===== config.mk =====
export PLATFORM = sky130hd
export DESIGN_NAME = func_rom_sequencer_flat
export DESIGN_NICKNAME = d
export VERILOG_FILES = /design/src/rtl/func_rom_sequencer_pkg.sv /design/src/rtl/func_rom_sequencer_if.sv /design/src/rtl/func_rom_sequencer_rom_read_pipe.sv /design/src/rtl/func_rom_sequencer.sv /design/src/flat_wrapper.sv
export SDC_FILE = /design/constraint.sdc
export NUM_CORES = 1
export LEC_CHECK = 0
export CAP_MARGIN = 10
export CORE_MARGIN = 4
export CORE_UTILIZATION = 40
export CTS_BUF_LIST = sky130_fd_sc_hd__clkbuf_4 sky130_fd_sc_hd__clkbuf_8
export CTS_CLUSTER_DIAMETER = 60
export DETAILED_ROUTE_END_ITERATION = 8
export PLACE_DENSITY = 0.78
export SKIP_LAST_GASP = 1
export SYNTH_ARGS = -nofsm -noshare
export SYNTH_HDL_FRONTEND = slang
export SYNTH_SLANG_ARGS = --single-unit

===== constraint.sdc =====
create_clock -name Clk -period 2.15 [get_ports Clk]
set_clock_uncertainty 0.2 [all_clocks]
set_input_delay 0.5375 -clock Clk [delete_from_list [all_inputs] [get_ports Clk]]
set_output_delay 0.5375 -clock Clk [all_outputs]
set_load 0.02 [all_outputs]

===== src/rtl/func_rom_sequencer_pkg.sv =====
// Shared constants for the ROM timer / sequencer / FuncMUX slice.
// State codes and default widths live here so all three blocks agree.
package func_seq_pkg;

  localparam int DEF_FUNC_W = 4;
  localparam int DEF_STEP_W = 4;
  localparam int DEF_STEPS  = 14;
  localparam int DEF_DATA_W = 16;

  localparam logic [1:0] IDLE  = 2'd0;
  localparam logic [1:0] RUN   = 2'd1;
  localparam logic [1:0] DRAIN = 2'd2;

  typedef logic [1:0] state_t;

  typedef struct packed {
    logic v;
    logic last;
  } s1_t;

  function automatic logic is_busy(
    input state_t s
  );
    return s != IDLE;
  endfunction

endpackage


===== src/rtl/func_rom_sequencer_if.sv =====
// Window/ROM/control-word bundle between timer, ROM, sequencer, FuncMUX.
// slave = the sequencer, master = its environment.
interface func_rom_sequencer_if #(
  parameter int FUNC_W = func_seq_pkg::DEF_FUNC_W,
  parameter int STEP_W = func_seq_pkg::DEF_STEP_W,
  parameter int DATA_W = func_seq_pkg::DEF_DATA_W
);

  logic                     ROMsel;
  logic [FUNC_W-1:0]        func_sel;
  logic                     rom_rd;
  logic [FUNC_W+STEP_W-1:0] rom_addr;
  logic [DATA_W-1:0]        rom_data;
  logic [DATA_W-1:0]        ctrl_word;
  logic                     ctrl_valid;
  logic                     busy;
  logic                     done;
  logic                     abort;
  logic                     overrun;

  modport master (
    output ROMsel,
    output func_sel,
    output rom_data,
    input  rom_rd,
    input  rom_addr,
    input  ctrl_word,
    input  ctrl_valid,
    input  busy,
    input  done,
    input  abort,
    input  overrun
  );

  modport slave (
    input  ROMsel,
    input  func_sel,
    input  rom_data,
    output rom_rd,
    output rom_addr,
    output ctrl_word,
    output ctrl_valid,
    output busy,
    output done,
    output abort,
    output overrun
  );

endinterface


===== src/rtl/func_rom_sequencer_rom_read_pipe.sv =====
// Two-stage ROM read pipeline: read tag stage, then registered control word.
// flush drops every in-flight read in the same cycle.
module rom_read_pipe
  import func_seq_pkg::*;
#(
  parameter int DATA_W = DEF_DATA_W
) (
  input  logic              Clk,
  input  logic              Clear,
  input  logic              rd,
  input  logic              last,
  input  logic              flush,
  input  logic [DATA_W-1:0] rom_data,
  output logic              v1,
  output logic [DATA_W-1:0] ctrl_word,
  output logic              ctrl_valid,
  output logic              done
);

  s1_t s1;

  assign v1 = s1.v;

  always_ff @(posedge Clk or posedge Clear) begin
    if (Clear) begin
      s1         <= '0;
      ctrl_word  <= '0;
      ctrl_valid <= 1'b0;
      done       <= 1'b0;
    end else if (flush) begin
      s1         <= '0;
      ctrl_valid <= 1'b0;
      done       <= 1'b0;
    end else begin
      s1.v       <= rd;
      s1.last    <= rd & last;
      ctrl_valid <= s1.v;
      done       <= s1.v & s1.last;
      if (s1.v) ctrl_word <= rom_data;
    end
  end

endmodule


===== src/rtl/func_rom_sequencer.sv =====
// Steps microcode ROM words {func, step} for each ROMsel window and streams
// them to the FuncMUX; flags done, early window loss and ignored retriggers.
module func_rom_sequencer
  import func_seq_pkg::*;
#(
  parameter int FUNC_W = DEF_FUNC_W,
  parameter int STEP_W = DEF_STEP_W,
  parameter int STEPS  = DEF_STEPS,
  parameter int DATA_W = DEF_DATA_W
) (
  input logic                Clk,
  input logic                Clear,
  func_rom_sequencer_if.slave bus
);

  localparam logic [STEP_W-1:0] LAST = STEP_W'(STEPS - 1);

  state_t            state;
  state_t            state_nx;
  logic [STEP_W-1:0] step;
  logic [FUNC_W-1:0] func_q;
  logic              ROMsel_q;
  logic              rise;
  logic              start;
  logic              last;
  logic              abort;
  logic              rd;
  logic              v1;

  assign rise  = bus.ROMsel & ~ROMsel_q;
  assign start = (state == IDLE) & rise;
  assign last  = (step == LAST);
  // Losing the window before the final read cancels the whole sequence.
  assign abort = (state == RUN) & ~last & ~bus.ROMsel;
  assign rd    = (state == RUN) & ~abort;

  always_comb begin
    state_nx = state;
    unique case (1'b1)
      (state == IDLE): begin
        if (rise) state_nx = RUN;
      end
      (state == RUN): begin
        if (abort)     state_nx = IDLE;
        else if (last) state_nx = DRAIN;
      end
      (state == DRAIN): begin
        if (!v1) state_nx = IDLE;
      end
      default: state_nx = IDLE;
    endcase
  end

  always_ff @(posedge Clk or posedge Clear) begin
    if (Clear) begin
      state    <= IDLE;
      step     <= '0;
      func_q   <= '0;
      ROMsel_q <= 1'b0;
    end else begin
      ROMsel_q <= bus.ROMsel;
      state    <= state_nx;
      if (start) begin
        func_q <= bus.func_sel;
        step   <= '0;
      end else if (rd && !last) begin
        step <= step + STEP_W'(1);
      end
    end
  end

  assign bus.rom_rd   = rd;
  assign bus.rom_addr = {func_q, step};
  assign bus.busy     = is_busy(state);
  assign bus.abort    = abort;
  assign bus.overrun  = rise & is_busy(state);

  rom_read_pipe #(
    .DATA_W(DATA_W)
  ) u_pipe (
    .Clk       (Clk),
    .Clear     (Clear),
    .rd        (rd),
    .last      (last),
    .flush     (abort),
    .rom_data  (bus.rom_data),
    .v1        (v1),
    .ctrl_word (bus.ctrl_word),
    .ctrl_valid(bus.ctrl_valid),
    .done      (bus.done)
  );

endmodule


===== src/flat_wrapper.sv =====
// flat-port wrapper written by rule: the top's interface ports become plain ports
module func_rom_sequencer_flat import func_seq_pkg::*;
#(
  parameter int FUNC_W = DEF_FUNC_W,
  parameter int STEP_W = DEF_STEP_W,
  parameter int STEPS  = DEF_STEPS,
  parameter int DATA_W = DEF_DATA_W
)
  (Clk, Clear, bus_ROMsel, bus_func_sel, bus_rom_data, bus_rom_rd, bus_rom_addr, bus_ctrl_word, bus_ctrl_valid, bus_busy, bus_done, bus_abort, bus_overrun);
  func_rom_sequencer_if #(.FUNC_W(FUNC_W), .STEP_W(STEP_W), .DATA_W(DATA_W)) bus_i ();
  input logic Clk;
  input logic Clear;
  input wire logic [$bits(bus_i.ROMsel)-1:0] bus_ROMsel;
  input wire logic [$bits(bus_i.func_sel)-1:0] bus_func_sel;
  input wire logic [$bits(bus_i.rom_data)-1:0] bus_rom_data;
  output wire logic [$bits(bus_i.rom_rd)-1:0] bus_rom_rd;
  output wire logic [$bits(bus_i.rom_addr)-1:0] bus_rom_addr;
  output wire logic [$bits(bus_i.ctrl_word)-1:0] bus_ctrl_word;
  output wire logic [$bits(bus_i.ctrl_valid)-1:0] bus_ctrl_valid;
  output wire logic [$bits(bus_i.busy)-1:0] bus_busy;
  output wire logic [$bits(bus_i.done)-1:0] bus_done;
  output wire logic [$bits(bus_i.abort)-1:0] bus_abort;
  output wire logic [$bits(bus_i.overrun)-1:0] bus_overrun;
  assign bus_i.ROMsel = bus_ROMsel;
  assign bus_i.func_sel = bus_func_sel;
  assign bus_i.rom_data = bus_rom_data;
  assign bus_rom_rd = bus_i.rom_rd;
  assign bus_rom_addr = bus_i.rom_addr;
  assign bus_ctrl_word = bus_i.ctrl_word;
  assign bus_ctrl_valid = bus_i.ctrl_valid;
  assign bus_busy = bus_i.busy;
  assign bus_done = bus_i.done;
  assign bus_abort = bus_i.abort;
  assign bus_overrun = bus_i.overrun;
  func_rom_sequencer #(.FUNC_W(FUNC_W), .STEP_W(STEP_W), .STEPS(STEPS), .DATA_W(DATA_W)) u_core (.Clk(Clk), .Clear(Clear), .bus(bus_i));
endmodule

; Word level (Yosys, flattened, before mapping)
; Cells that the tools add are included.
[classes]
addsub = 1
multipliers = 0
div = 0
order_cmp = 0
eq_ne = 6
shifts = 0
mux = 10
bitwise = 12
reduce_logical = 7
[op_table]
columns = cell, count
row1 = two-way mux 2 bit, 5
row2 = bitwise AND 1 bit, 8
row3 = two-way mux 4 bit, 2
row4 = one-hot mux 2 bit (3 select lines), 1
row5 = "adder 4 x 1 -> 4 bit, second input constant", 1
row6 = "equality test 4 bit, second input constant", 1
row7 = inverter 1 bit, 4
row8 = nonzero test 2 bit, 2
row9 = "inequality test 3 x 1 -> 1 bit, second input constant", 1
row10 = AND reduction 3 bit, 1
row11 = "equality test 2 x 1 -> 1 bit, second input constant", 1
row12 = "equality test 2 bit, second input constant", 1
row13 = logical NOT 2 bit, 1
row14 = two-way mux 1 bit, 2
row15 = "inequality test 2 x 1 -> 1 bit, second input constant", 1
row16 = "inequality test 2 bit, second input constant", 1
row17 = AND reduction 2 bit, 1
row18 = logical AND 1 bit, 1
row19 = logical NOT 1 bit, 1
[totals]
ff_bits = 31
latch_bits = 0
ramBits = 0
mem_bits_ro = 0
wordCells = 45
memories = 0

; Depth between registers and ports, before layout
[depth]
depth_word = 9
ltp_mapped = 6

; Cells and area by module
; A second synthesis with hierarchy kept.
[hier_totals]
hier_cells = 96
area_unflattened_um2 = 1318.8
[modules_own_cells]
columns = mod, instances, cells_per_inst, area_per_inst_um2
row1 = rom_read_pipe, 1, 43, 770.7
row2 = func_rom_sequencer, 1, 53, 548.0

; Worst setup path before layout
; Ideal clock, no wire load.
[synth_path]
path_type = reg2reg
startpoint = register u_core.step[1]
endpoint = register u_core.u_pipe.ctrl_word[0]
setup_time_ns = 0.125
arrival_time_ns = 1.899
required_ns = 1.825
slack_ns = -0.074
path_stages_with_launch = 7
cell_sequence = dfrtp_1 inv_1 ha_1 and3_2 o31ai_4 buf_8 mux2_4
[synth_between]
elab_chain_cells = 6
[synth_rtl]
columns = element, line
row1 = from (decl), func_rom_sequencer.sv:20  ; logic [STEP_W-1:0] step;
row2 = from (signal assigned), func_rom_sequencer.sv:67  ; step <= step + STEP_W'(1);
row3 = equality test 4 bit, func_rom_sequencer.sv:32  ; assign last = (step == LAST);
row4 = inverter 1 bit, func_rom_sequencer.sv:34  ; assign abort = (state == RUN) & ~last & ~bus.ROMsel;
row5 = bitwise AND 1 bit (2 in a row), func_rom_sequencer.sv:34
row6 = inverter 1 bit (no line), --
row7 = AND reduction 2 bit (no line), --
row8 = to (signal assigned), func_rom_sequencer_rom_read_pipe.sv:39  ; if (s1.v) ctrl_word <= rom_data;
row9 = to (decl), func_rom_sequencer_rom_read_pipe.sv:15  ; output logic [DATA_W-1:0] ctrl_word,
; Every way passes these cells.
; A chain may end at the register's enable or synchronous reset.

; Worst setup path after layout
[layout_path]
startpoint = input bus_ROMsel
endpoint = output bus_overrun
[layout_between]
elab_chain_cells = 2
[layout_rtl]
columns = element, line
row1 = from (decl), flat_wrapper.sv:13  ; input wire logic [$bits(bus_i.ROMsel)-1:0] bus_ROMsel;
row2 = bitwise AND 1 bit, func_rom_sequencer.sv:30  ; assign rise = bus.ROMsel & ~ROMsel_q;
row3 = bitwise AND 1 bit, func_rom_sequencer.sv:76  ; assign bus.overrun = rise & is_busy(state);
row4 = to (decl), flat_wrapper.sv:23  ; output wire logic [$bits(bus_i.overrun)-1:0] bus_overrun;
; Every way passes these cells.

==> reports/summary.txt <==
Status: finished with violations
Failing checks: negative setup slack
WHS Path Cells: 2
Sw frac: 30.9%
Die span in x: 65.1 um
Slew Viols, Final: 0
GR met1 Demand/Resource: 17.3%
Vias in the first global route: 1,070
Sequential power share: 38.0%
I/O pin count: 53
Core footprint: 0.00308 mm^2
Grt met3 use: 5.81%
Drt via density: 4.80
Most frequent cells in the layout: clkdlybuf4s50_1, dfrtp_1, buf_4
Total GRT Usage: 15.5%
CP required: 1.41 ns
Root buffer cell: clkbuf_4
Worst VDD drop: 0.607 mV
Row cnt: 20
Clock Latency Late Sink: 0.33 ns
Cts hold-fix bufs: 0
Critical path class: in -> out
Internal power: 1450 uW
Placer congestion estimate: 0.811
Clk buf depth: 2
Worst Path Arrival: 1.45 ns
MaxCap Viol Count: 0
Drt drc: 0
Most common cell after layout, fill and taps aside: clkdlybuf4s50_1
Starting Density: 42.4%
Post-place setup slack: -0.439 ns
Flop-to-flop setup slack: 0.15 ns
Grt total ovfl: 0
Fin. Hold Viols: 0
CTS clock-pin slew for the worst setup and hold paths: 0.10 ns
DR pass1 iterations: 4
Antenna Cells: 0
Synthesized area per cell: 14.3 um^2
Buffers on Ports: 52
Final ANT Viol Nets: 0
RSZ-0062 raised after global routing: true
Pleak: 0.000968 uW
FF-to-FF path depth: 6
Synthesis-to-finish area growth: 58.3%
Tcrit/Tclk final: 102%
CP endpoint kind: output port
Switching power: 647 uW
Full die area: 0.00424 mm^2
Grt peak-use layer: met2
Layout cells sized above 1: 36.6%
YS warnings: 0
Die height: 65.1 um
DRT iter0 DRCs: 36
Mapped Cells: 91
Placed cell count: 196
Filler Cell Count: 239
#FFs+latches synth: 31
Worst-path maximum fanout: 4
Final WS setup: -0.0413 ns
Met2 Usage GRT: 28.0%
Clock power share: 22.8%
Worst Hold Class: reg -> reg
Slew @ Worst Pin: 0.386 ns
Synth cell types: 25
First-pass GRT wire length: 5.03 mm
Wire per inst: 14.6 um
H-tree levels: 2
Num CTS Buffers: 5
Synth top area share: 59.5%
Max Freq: 456 MHz
Largest area contributor in the netlist: dfrtp_1
Initial antenna violation count: 0
Worst hold path endpoint: u_core.u_pipe.done
Crit start category: input port
CTS tree: yes
Hold Crit Start: u_core.u_pipe.s1[0]
Reg2reg end: u_core.u_pipe.ctrl_word[4]
Largest cells by area after synthesis: dfrtp_1, mux2_2, mux2_4
Reg-to-Reg Start: u_core.state[1]
Syn_nets: 116
Post-Syn Area: 0.00130 mm^2
Slew headroom: 74.3%
Final WL: 2.98 mm
Share of total power in combinational logic: 39.2%
HPWL after DPL: 2.14 mm
Worst hold margin: 0.298 ns
Nets: 185
Final Non-Filler Cells: 205
Total number of vias: 983
Register area share after synthesis: 59.5%
Power density cells: 1010 mW/mm^2
Largest net degree at the start of global routing: 32
Setup violations, final: 2
Min Tclk post-route: 2.19 ns
CTS Sinks: 31
worst max-delay path, stage by stage:
cell and delay (ns):
clkdlybuf4s50_1 0.58, and3b_1 0.18, buf_2 0.16
how the worst max path moves through the flow:
| stage | startpoint | endpoint | slack [ns] | depth (start not counted) |
|---|---|---|---|---|
| global route | u_core.step[1] | bus_rom_rd | -0.11 | 6 |
| finish | bus_ROMsel | bus_overrun | -0.04 | 3 |
| CTS | u_core.step[0] | bus_rom_rd | -0.14 | 5 |
| floorplan | u_core.step[0] | u_core.u_pipe.ctrl_word[0] | 0.01 | 5 |
| global placement | bus_ROMsel | bus_rom_rd | -0.44 | 4 |
| detailed placement | bus_ROMsel | bus_rom_rd | -0.44 | 4 |
per-layer routing:
layer | routed length [um] | vias up
li1 | - | 449
met1 | 1140 | 496
met2 | 1600 | 35
met3 | 226 | 3
met4 | 18 | 0
met5 | 0 | -
cell type report:
class                           instances  area (um^2)  area share (%)
Clock inverter                          2         35.0            1.70
Clock buffer                            6         51.3            2.48
Inverter                                5         18.8           0.909
Sequential cell                        31          778            37.7
Timing Repair Buffer                   66          613            29.7
Multi-Input combinational cell         51          513            24.8
Tap cell                               44         55.1            2.67
Yosys cell counts:
cell type   n
buf_8       1
buf_4       1
mux2_4      8
and3_2      1
o41ai_1     1
nand3_1     2
dfrtp_1    31
nor2_1      5
mux2_2     12
or4b_1      1
or2_2       2
nand4_1     2
mux2i_1     3
inv_1       5
buf_2       1
and2b_2     1
o31ai_4     1
nand2_1     5
buf_6       1
o22ai_1     1
nor3_1      1
and3b_1     1
a21oi_1     1
ha_1        2
nand2b_1    1
state kept, by name, indices dropped and copies added, names as in the netlist:
| name | flops |
|---|---|
| u_core.state | 2 |
| u_core.step | 4 |
| u_core.ROMsel_q | 1 |
| u_core.u_pipe.done | 1 |
| u_core.u_pipe.ctrl_word | 16 |
| u_core.u_pipe.v1 | 1 |
| u_core.u_pipe.ctrl_valid | 1 |
| u_core.func_q | 4 |
| u_core.u_pipe.s1 | 1 |
metrics by stage:
step	util, %	setup TNS [ns]	cell area (um^2)	power (uW)
2_1_floorplan	-	0	1310	1210
3_3_place_gp	63.2	-7.19	1950	1600
3_5_place_dp	63.2	-7.51	1950	1620
4_1_cts	65.6	-0.275	2020	2080
5_1_grt	67.1	-0.336	2060	2200
6_report	67.1	-0.0601	2060	2090
power by group through the flow:
stage | Combinational (uW) | Sequential, uW | Clock (uW)
after global routing | 875 | 816 | 508
after CTS | 804 | 790 | 489
after global placement | 807 | 794 | 0
after floorplan | 226 | 979 | 0
final | 820 | 795 | 477
after detailed placement | 820 | 800 | 0
kinds of logic (layout without fill, tap and decap cells):
| kind of cell | Yosys count | count (layout) | share of synthesized area [%] |
|---|---|---|---|
| flops | 31 | 31 | 59.5 |
| fa+ha+maj | 2 | 2 | 1.92 |
| mux | 23 | 23 | 21.9 |
| simple gates | 22 | 22 | 9.12 |
| buf+inv | 9 | 79 | 4.41 |
| compound gates | 4 | 4 | 3.17 |
what timing repair did:
| item | 4_1_cts | 5_1_grt |
|---|---|---|
| resized for setup | 17 | 13 |
| pin swaps | 0 | 4 |
| gates cloned | 0 | 0 |
| setup endpoints to repair | 8 | 19 |
| buffers inserted | 1 | 0 |
No activity file was read; power rests on OpenSTA's default activity.
